`src/rtl/dmem_rd_pkg.sv`:
```
// ----------------------------------------------------------------------------
// dmem_rd_pkg
// Shared types for the data-memory stream reader.
//   state_t      : sequencer states (IDLE, RUN, DRAIN, FIN)
//   DMEM_DEPTH   : number of words in the data memory
//   fifo_entry_t : one buffered output word plus its end-of-burst marker
// ----------------------------------------------------------------------------
package dmem_rd_pkg;

    localparam int DMEM_DEPTH      = 16;
    localparam int DMEM_DATA_WIDTH = 32;

    typedef enum logic [1:0] {
        IDLE,
        RUN,
        DRAIN,
        FIN
    } state_t;

    typedef struct packed {
        logic [DMEM_DATA_WIDTH-1:0] data;
        logic                       last;
    } fifo_entry_t;

endpackage

```
`src/rtl/dmem_rd_fifo.sv`:
```
// ----------------------------------------------------------------------------
// dmem_rd_fifo
// Two-entry synchronous FIFO that decouples the memory read sequencer from
// downstream back-pressure.
// Ports:
//   clk, rst    : clock, asynchronous active-high reset
//   push        : write push_entry (caller guarantees count < 2)
//   push_entry  : word and last flag to store
//   pop         : remove the head entry (caller guarantees count != 0)
//   count       : number of stored entries, 0..2
//   head        : oldest stored entry
// ----------------------------------------------------------------------------
module dmem_rd_fifo
    import dmem_rd_pkg::*;
(
    input  logic        clk,
    input  logic        rst,
    input  logic        push,
    input  fifo_entry_t push_entry,
    input  logic        pop,
    output logic [1:0]  count,
    output fifo_entry_t head
);

    fifo_entry_t entries [2];
    logic        wr_ptr;
    logic        rd_ptr;

    // NOTE: the storage is reset along with the pointers; it is only two
    // words, and clearing it makes m_data read as zero straight out of reset.
    // NOTE: every flop here uses <= so all state updates see the values from
    // before the clock edge, regardless of statement order.
    always_ff @(posedge clk or posedge rst) begin
        if (rst) begin
            entries[0] <= '0;
            entries[1] <= '0;
            wr_ptr     <= 1'b0;
            rd_ptr     <= 1'b0;
            count      <= 2'd0;
        end else begin
            if (push) begin
                entries[wr_ptr] <= push_entry;
                wr_ptr          <= ~wr_ptr;
            end
            if (pop) begin
                rd_ptr <= ~rd_ptr;
            end
            // A simultaneous push and pop leaves the occupancy unchanged.
            case ({push, pop})
                2'b10:   count <= count + 2'd1;
                2'b01:   count <= count - 2'd1;
                default: count <= count;
            endcase
        end
    end

    assign head = entries[rd_ptr];

endmodule

```
`src/rtl/dmem_stream_reader.sv`:
```
// ----------------------------------------------------------------------------
// dmem_stream_reader
// Read-side sequencer for the 16x32 distributed data memory. A command
// (base, len) is turned into a ready/valid word stream by walking the
// memory's asynchronous read port with wrap-around and buffering the words in
// a 2-entry FIFO. A one-cycle done pulse marks completion.
// Ports:
//   clk, rst            : clock, asynchronous active-high reset
//   cmd_valid/cmd_ready : command handshake, ready only in IDLE
//   cmd_base, cmd_len   : first address and word count (0..16, larger saturates)
//   dpra, dpo           : memory read address (registered) and read data
//   m_valid/m_ready     : output stream handshake
//   m_data, m_last      : output word and end-of-burst marker
//   busy                : high whenever not IDLE
//   done                : one-cycle completion pulse
// ----------------------------------------------------------------------------
module dmem_stream_reader
    import dmem_rd_pkg::*;
#(
    parameter int DATA_WIDTH = 32,
    parameter int ADDR_WIDTH = 4
) (
    input  logic                  clk,
    input  logic                  rst,
    input  logic                  cmd_valid,
    output logic                  cmd_ready,
    input  logic [ADDR_WIDTH-1:0] cmd_base,
    input  logic [ADDR_WIDTH:0]   cmd_len,
    output logic [ADDR_WIDTH-1:0] dpra,
    input  logic [DATA_WIDTH-1:0] dpo,
    output logic                  m_valid,
    input  logic                  m_ready,
    output logic [DATA_WIDTH-1:0] m_data,
    output logic                  m_last,
    output logic                  busy,
    output logic                  done
);

    localparam logic [ADDR_WIDTH:0] MAX_LEN = (ADDR_WIDTH+1)'(DMEM_DEPTH);
    localparam logic [ADDR_WIDTH:0] ONE     = (ADDR_WIDTH+1)'(1);

    state_t                state;
    logic [ADDR_WIDTH-1:0] rd_addr;
    logic [ADDR_WIDTH:0]   remaining;
    logic [ADDR_WIDTH:0]   len_sat;
    logic [1:0]            fifo_count;
    fifo_entry_t           head;
    fifo_entry_t           push_entry;
    logic                  accept;
    logic                  push;
    logic                  pop;

    // NOTE: the default assignment comes first so every path through the
    // block drives len_sat and no latch is inferred.
    always_comb begin
        len_sat = cmd_len;
        if (cmd_len > MAX_LEN) begin
            len_sat = MAX_LEN;
        end
    end

    assign accept = cmd_valid && cmd_ready;

    // Push depends only on registered state so m_ready never reaches the
    // memory address or the FIFO write through combinational logic.
    assign push = (state == RUN) && (fifo_count != 2'd2);
    assign pop  = m_valid && m_ready;

    assign push_entry = '{data: dpo, last: (remaining == ONE)};

    always_ff @(posedge clk or posedge rst) begin
        if (rst) begin
            state     <= IDLE;
            rd_addr   <= '0;
            remaining <= '0;
        end else begin
            case (state)
                IDLE: begin
                    if (accept) begin
                        rd_addr   <= cmd_base;
                        remaining <= len_sat;
                        state     <= (cmd_len == '0) ? FIN : RUN;
                    end
                end
                RUN: begin
                    if (push) begin
                        rd_addr   <= rd_addr + 1'b1;   // wraps 15 -> 0
                        remaining <= remaining - ONE;
                        if (remaining == ONE) begin
                            state <= DRAIN;
                        end
                    end
                end
                DRAIN: begin
                    // Leave once the final buffered word is taken downstream.
                    if ((fifo_count == 2'd0) || (fifo_count == 2'd1 && pop)) begin
                        state <= FIN;
                    end
                end
                FIN: begin
                    state <= IDLE;
                end
                default: begin
                    state <= IDLE;
                end
            endcase
        end
    end

    // Status outputs are pure decodes of the state register.
    assign cmd_ready = (state == IDLE);
    assign busy      = (state != IDLE);
    assign done      = (state == FIN);
    assign dpra      = rd_addr;

    dmem_rd_fifo u_fifo (
        .clk        (clk),
        .rst        (rst),
        .push       (push),
        .push_entry (push_entry),
        .pop        (pop),
        .count      (fifo_count),
        .head       (head)
    );

    assign m_valid = (fifo_count != 2'd0);
    assign m_data  = head.data;
    assign m_last  = head.last;

endmodule

```
`config.mk`:
```
export PLATFORM = sky130hd
export DESIGN_NAME = dmem_stream_reader
export DESIGN_NICKNAME = d
export VERILOG_FILES = /design/src/rtl/dmem_rd_pkg.sv /design/src/rtl/dmem_rd_fifo.sv /design/src/rtl/dmem_stream_reader.sv
export SDC_FILE = /design/constraint.sdc
export NUM_CORES = 1
export LEC_CHECK = 0
export ABC_AREA = 1
export BUFFER_PORTS_ARGS = -buffer_cell sky130_fd_sc_hd__buf_2
export CORE_MARGIN = 1
export CORE_UTILIZATION = 49
export CTS_CLUSTER_DIAMETER = 100
export DETAILED_ROUTE_END_ITERATION = 7
export GPL_ROUTABILITY_DRIVEN = 0
export GPL_TIMING_DRIVEN = 0
export PLACE_DENSITY = 0.85
export SYNTH_ARGS = -nofsm -noshare
export SYNTH_HDL_FRONTEND = slang
export SYNTH_SLANG_ARGS = --single-unit
export TNS_END_PERCENT = 1
```
`constraint.sdc`:
```
create_clock -name clk -period 2.07 [get_ports clk]
set_clock_uncertainty 0.15 [all_clocks]
set_input_delay 0 -clock clk [delete_from_list [all_inputs] [get_ports clk]]
set_output_delay 0 -clock clk [all_outputs]
set_load 0.005 [all_outputs]
```
### Word-level counts from Yosys, hierarchy flattened

Cells that the tools add are included.

| cells by class | value |
|---|---|
| add/subtract/negate cells | 4 |
| multiply operators | 0 |
| divide/modulo/power cells | 0 |
| magnitude comparators | 4 |
| equality and inequality tests | 12 |
| shift-type cells | 0 |
| mux-type cells | 20 |
| bitwise gates (word level) | 4 |
| reduce and logical (&&, ||, !) cells | 15 |

Operators by type and width:

| cell | number |
|---|---|
| 33-bit two-way mux | 4 |
| 66-bit bitwise mux | 1 |
| 33-bit demux with 1-bit select | 1 |
| 5-bit two-way mux | 3 |
| 2-bit two-way mux | 5 |
| 5-bit case mux with 2 select lines | 1 |
| 4-bit two-way mux | 2 |
| 2-bit case mux with 4 select lines | 1 |
| 4-bit case mux with 2 select lines | 1 |
| 2-bit nonzero test | 4 |
| 2-bit by 1-bit == test with 1-bit output (second input constant) | 3 |
| 2-bit == test (second input constant) | 3 |
| 2-bit by 1-bit != test with 1-bit output (second input constant) | 3 |
| 5-bit by 1-bit == test with 1-bit output (second input constant) | 1 |
| 5-bit greater-than comparator (second input constant) | 1 |
| 1-bit logical AND | 5 |
| 5-bit zero test | 1 |
| 5-bit by 1-bit subtractor with 5-bit output (second input constant) | 1 |
| 4-bit by 1-bit adder with 4-bit output (second input constant) | 1 |
| 2-bit >= comparator (second input constant) | 2 |
| 2-bit zero test | 2 |
| 2-bit != test (second input constant) | 2 |
| 1-bit inverter with 2-bit output | 2 |
| 2-bit case mux with 2 select lines | 1 |
| 7 further kinds | 8 |

| storage, ports and cells | value |
|---|---|
| flip-flop bits (word level) | 81 |
| bits in latches | 0 |
| RAM bits | 0 |
| memory bits (read-only) | 0 |
| input port bits | 45 |
| output and inout port bits | 41 |
| word-level logic and storage cells | 69 |
| memories kept | 0 |

### Longest topological paths before layout

| logic depth | value |
|---|---|
| word-level depth | 6 |
| gate-level depth with buffers | 9 |
| mapped depth without buffers | 9 |

### By module

A second synthesis with hierarchy kept.

| unflattened totals | value |
|---|---|
| cell total of the unflattened synthesis | 501 |
| area total of the unflattened synthesis | 3,950.0 µm² |

Modules (own cells, without submodules):

| module | instances | cells an instance | area an instance (µm²) | sequential area each (µm²) |
|---|---|---|---|---|
| dmem_rd_fifo | 1 | 374 | 3,101.7 | 1,751.7 |
| dmem_stream_reader | 1 | 127 | 848.3 | 275.3 |

### Worst setup path before layout

OpenSTA, ideal clock, no wires.

| timing path | value |
|---|---|
| kind | reg2reg |
| start | register state[1] |
| end | register u_fifo.entries[33] (netlist name) |
| setup time | 0.130 ns |
| arrival | 1.418 ns |
| data required time | 1.790 ns |
| path slack | 0.371 ns |
| cell stages (with the launch flop) | 9 |
| buffers on the path | 2 |
| clock period less this slack | 1.699 ns |
| path through | dfrtp_1 > inv_1 > ha_1 > nand2_1 > or2_1 > buf_6 > buf_6 > nand2_1 > o21ai_1 |

| between the ends | value |
|---|---|
| word-level cells in the longest chain between the ends | 2 |

RTL lines:

| what | RTL line | source |
|---|---|---|
| start: declaration | dmem_stream_reader.sv:42 | `state_t state;` |
| start signal: assignment | dmem_stream_reader.sv:82 | `state <= (cmd_len == '0) ? FIN : RUN;` |
| 2-bit by 1-bit == test with 1-bit output | dmem_stream_reader.sv:66 | `assign push = (state == RUN) && (fifo_count != 2'd2);` |
| 1-bit logical AND | dmem_stream_reader.sv:66 |  |
| end signal: indexed assignment | dmem_rd_fifo.sv:42 | `entries[wr_ptr] <= push_entry;` |
| end: declaration | dmem_rd_fifo.sv:25 | `fifo_entry_t entries [2];` |

Every way passes these cells.
A chain may end at the register's enable or synchronous reset.

### Worst setup path after layout

| timing path | value |
|---|---|
| start | register u_fifo.rd_ptr |
| end | output port m_data[31] |

| between the ends | value |
|---|---|
| word-level cells in the longest chain between the ends | 4 |

RTL lines:

| what | RTL line | source |
|---|---|---|
| start: declaration | dmem_rd_fifo.sv:27 | `logic rd_ptr;` |
| start signal: assignment | dmem_rd_fifo.sv:46 | `rd_ptr <= ~rd_ptr;` |
| 1-bit inverter with 2-bit output (not written as such) | dmem_rd_fifo.sv:57 | `assign head = entries[rd_ptr];` |
| 33-bit two-way mux (not written as such) (3 in a row) | dmem_rd_fifo.sv:57 |  |
| end: declaration | dmem_stream_reader.sv:33 | `output logic [DATA_WIDTH-1:0] m_data,` |

Every way passes these cells. The select of a mux whose other input is x is not followed.

==> impl_metrics.ini <==
[yosys]
synth_fp_nets = 481
synth_top_family_by_area = simple AND/OR/NAND/NOR gates
synth_cells = 424
yosysWarnings = 0
synthAdderAreaFrac = 0.0388
synth_area_mm2 = 0.00387
synth-compound-area-share = 0.104
synth_simple_gate_area_frac = 0.148
synthDistinctLibCells = 22
synth.largest_area_cell = dfrtp_1
ys_ff_latch = 81
synth_top_area_frac = 0.523
muxShareOfSynthArea = 0.0960
ys_seq_area_frac = 0.523
synth_xor_area_frac = 0.00905
ys_top_cells_by_area = dfrtp_1 52%, nand2_1 11%, mux2_2 9.6%
avgSynthCellArea_um2 = 9.13

[layout]
fin_area_mm2 = 0.00514
final_cells = 675
syn2layout_area_growth_pct = 32.8
final_nets = 625
diodes = 0
drive_gt1_frac = 0.276
fill_cells = 593

[clock_tree]
post_cts_buffers = 0
htreeDepth = 3
cts_made_buffers = 9
clock_latency_ns = 0.35
clock_tree.buffer_depth = 2
cts_sinks = 81
clk_pin_slew_ns = 0.09
tritoncts = done
cts_root_buf = clkbuf_8

[pwr]
p_per_area_mw_per_mm2 = 1500
ir_worst_vdd_mv = 0.791
seq_power_share = 0.366
p_int_mw = 4.62
p_sw_frac = 0.403
pwr-share-clk = 0.138
power_frac_comb = 0.495
switching_power_mw = 3.12
p_leak_nw = 2.70
power_mw = 7.74

[die]
die_w_um = 90.9
die_height_um = 90.9
dieArea_mm2 = 0.00826
rows = 32
core_mm2 = 0.00769
start_util = 0.504
pin_count = 86

[place]
place_inst = 613
numPortBuffers = 85
post-dp-hpwl_um = 6140
dpl-instance-area_mm2 = 0.00448
pre_cts_ws_ns = 0.0840

[critical_path]
worst_setup_path_start_kind = register
path_class = register to primary output
cp_top_family = buffers and inverters
worstSetupEndpointType = primary output
cp.required_ns = 1.92
cp_slowest_cell = mux2_2
startpoint = u_fifo.rd_ptr
worstPathCellList = clkbuf_1 > buf_2 > mux2_2 > buf_2
worst_path_most_repeated_cell = buf_2
critical_path_buf_inv_count = 3
cpPeakStageDelay_ns = 0.39
crit_fanout = 10
worst_ep_arrival_time_ns = 1.85
r2r_start = state[1]

[sta]
slew_headroom = 0.496
rsz0062_at_grt = true
worst_pin_slew_ns = 0.754
timing.final.crit_period_ns = 2.00
slew_violations = 0
setup_viol = 0
max_freq_ghz = 0.500
hold_violations = 0
fin_ws_ns = 0.0686
min_period_over_period = 0.967
holdWs_ns = 0.170

[global_routing]
antenna_found_initial = 0
grt_max_degree = 32
grt_first_pass_wirelength_um = 15400
global_route.usage.total = 0.234
grt_pass1_vias = 3338
grt-ovfl-total = 0

[route]
wl_per_cell_um = 13.5
ant_nets = 0
num_vias = 3334
drtIter0Drc = 173
drt_wl_total_um = 9130
drtPass1Iterations = 4
remaining_drc_errors = 0
viasPerCell = 4.94

[hold_path]
worst_hold_path_type = input pin to async pin

[run]
drv_cap = 0

[run_status]
outcome = complete, no violations
-- cell families (layout without fill, tap and decap cells) --
family / count (synthesis) / in the layout
AO/OA/AOI/OAI: 77 / 77
XOR/XNOR: 4 / 4
adder cells (fa/ha/maj): 12 / 12
buffers and inverters: 73 / 222
flip-flops: 81 / 81
multiplexers: 33 / 33
AND/OR/NAND/NOR: 144 / 144
-- power by group through the flow --
stage	logic, mW	clock network, mW	registers [mW]
floorplan	2.54	0	2.72
detailed placement	3.73	0	2.84
finish	3.83	1.07	2.84
global placement	3.56	0	2.78
global route	4.32	1.16	2.92
CTS	3.82	1.11	2.82
-- layout make-up --
class,instances,area (µm²),area share
clock inverter,7,61.3,0.0119
timing repair buffer,133,933,0.182
inverter,53,203,0.0394
clock buffer,9,124,0.0241
buffer,20,119,0.0231
multi-input combinational,270,1550,0.301
sequential,81,2030,0.394
tap,102,128,0.0248
-- worst paths after layout --
kind	slack, ns	depth (start not counted)	end
hold / removal	0.17	3	u_fifo.entries[40]
setup / recovery	0.07	4	m_data[31]
max in group asynchronous	1.03	4	u_fifo.count[0]
min in group clk	0.30	4	u_fifo.entries[43]
hold reg to reg	0.34	2	u_fifo.entries[21]
setup reg to reg	0.11	8	remaining[1]
-- synthesized netlist by cell type, drive strengths merged --
library cell	n
a21oi	1
nand2	111
ha	12
buf	12
a22oi	1
nand3	12
dfrtp	81
nor3b	2
nor3	1
nor2	15
or2	2
xor2	1
xnor2	3
mux2	33
o21ai	75
nand4	1
inv	53
clkbuf	8
-- state kept, by name, indices dropped and copies added (netlist names) --
signal / count
state: 2
remaining: 5
u_fifo.count: 2
u_fifo.entries: 66
u_fifo.rd_ptr: 1
u_fifo.wr_ptr: 1
dpra: 4
-- worst register-to-register path, delay by kind of cell (launching register included) --
| kind | cells | cell delay [ns] |
|---|---|---|
| AOI/OAI and AO/OA | 2 | 0.15 |
| adders and majority gates | 1 | 0.20 |
| buffers and inverters | 2 | 0.69 |
| DFF | 1 | 0.40 |
| and+or+nand+nor | 3 | 0.30 |
-- what timing repair did --
item                       CTS  global route
setup endpoints to repair    0            23
hold endpoints to repair   105             0
gates resized for setup      0             7
hold buffers                46             0
-- through the flow --
step,util,setup TNS [ns]
3_5_place_dp,0.582,0
5_1_grt,0.669,-0.0127
2_1_floorplan,-,0
4_1_cts,0.666,0
3_3_place_gp,0.576,0
6_report,0.669,0
-- cells in the final DEF (no fill, tap or decap), drive strengths merged --
master       instances
nor3                 1
a22oi                1
nand3               12
xnor2                3
dlygate4sd3         46
clkinvlp             2
nand2              111
or2                  2
mux2                33
o21ai               75
clkinv               2
clkbuf              18
inv                 56
nand4                1
nor2                15
dfrtp               81
xor2                 1
ha                  12
nor3b                2
buf                 98
a21oi                1
-- layer usage --
metal / up-vias / global-route usage / share of wire
li1: 1636 / - / -
met1: 1598 / 0.295 / 0.43
met2: 86 / 0.412 / 0.50
met3: 14 / 0.0396 / 0.048
met4: 0 / 0.0688 / 0.014
met5: - / 0 / 0
Power figures use the tool's default switching activity.
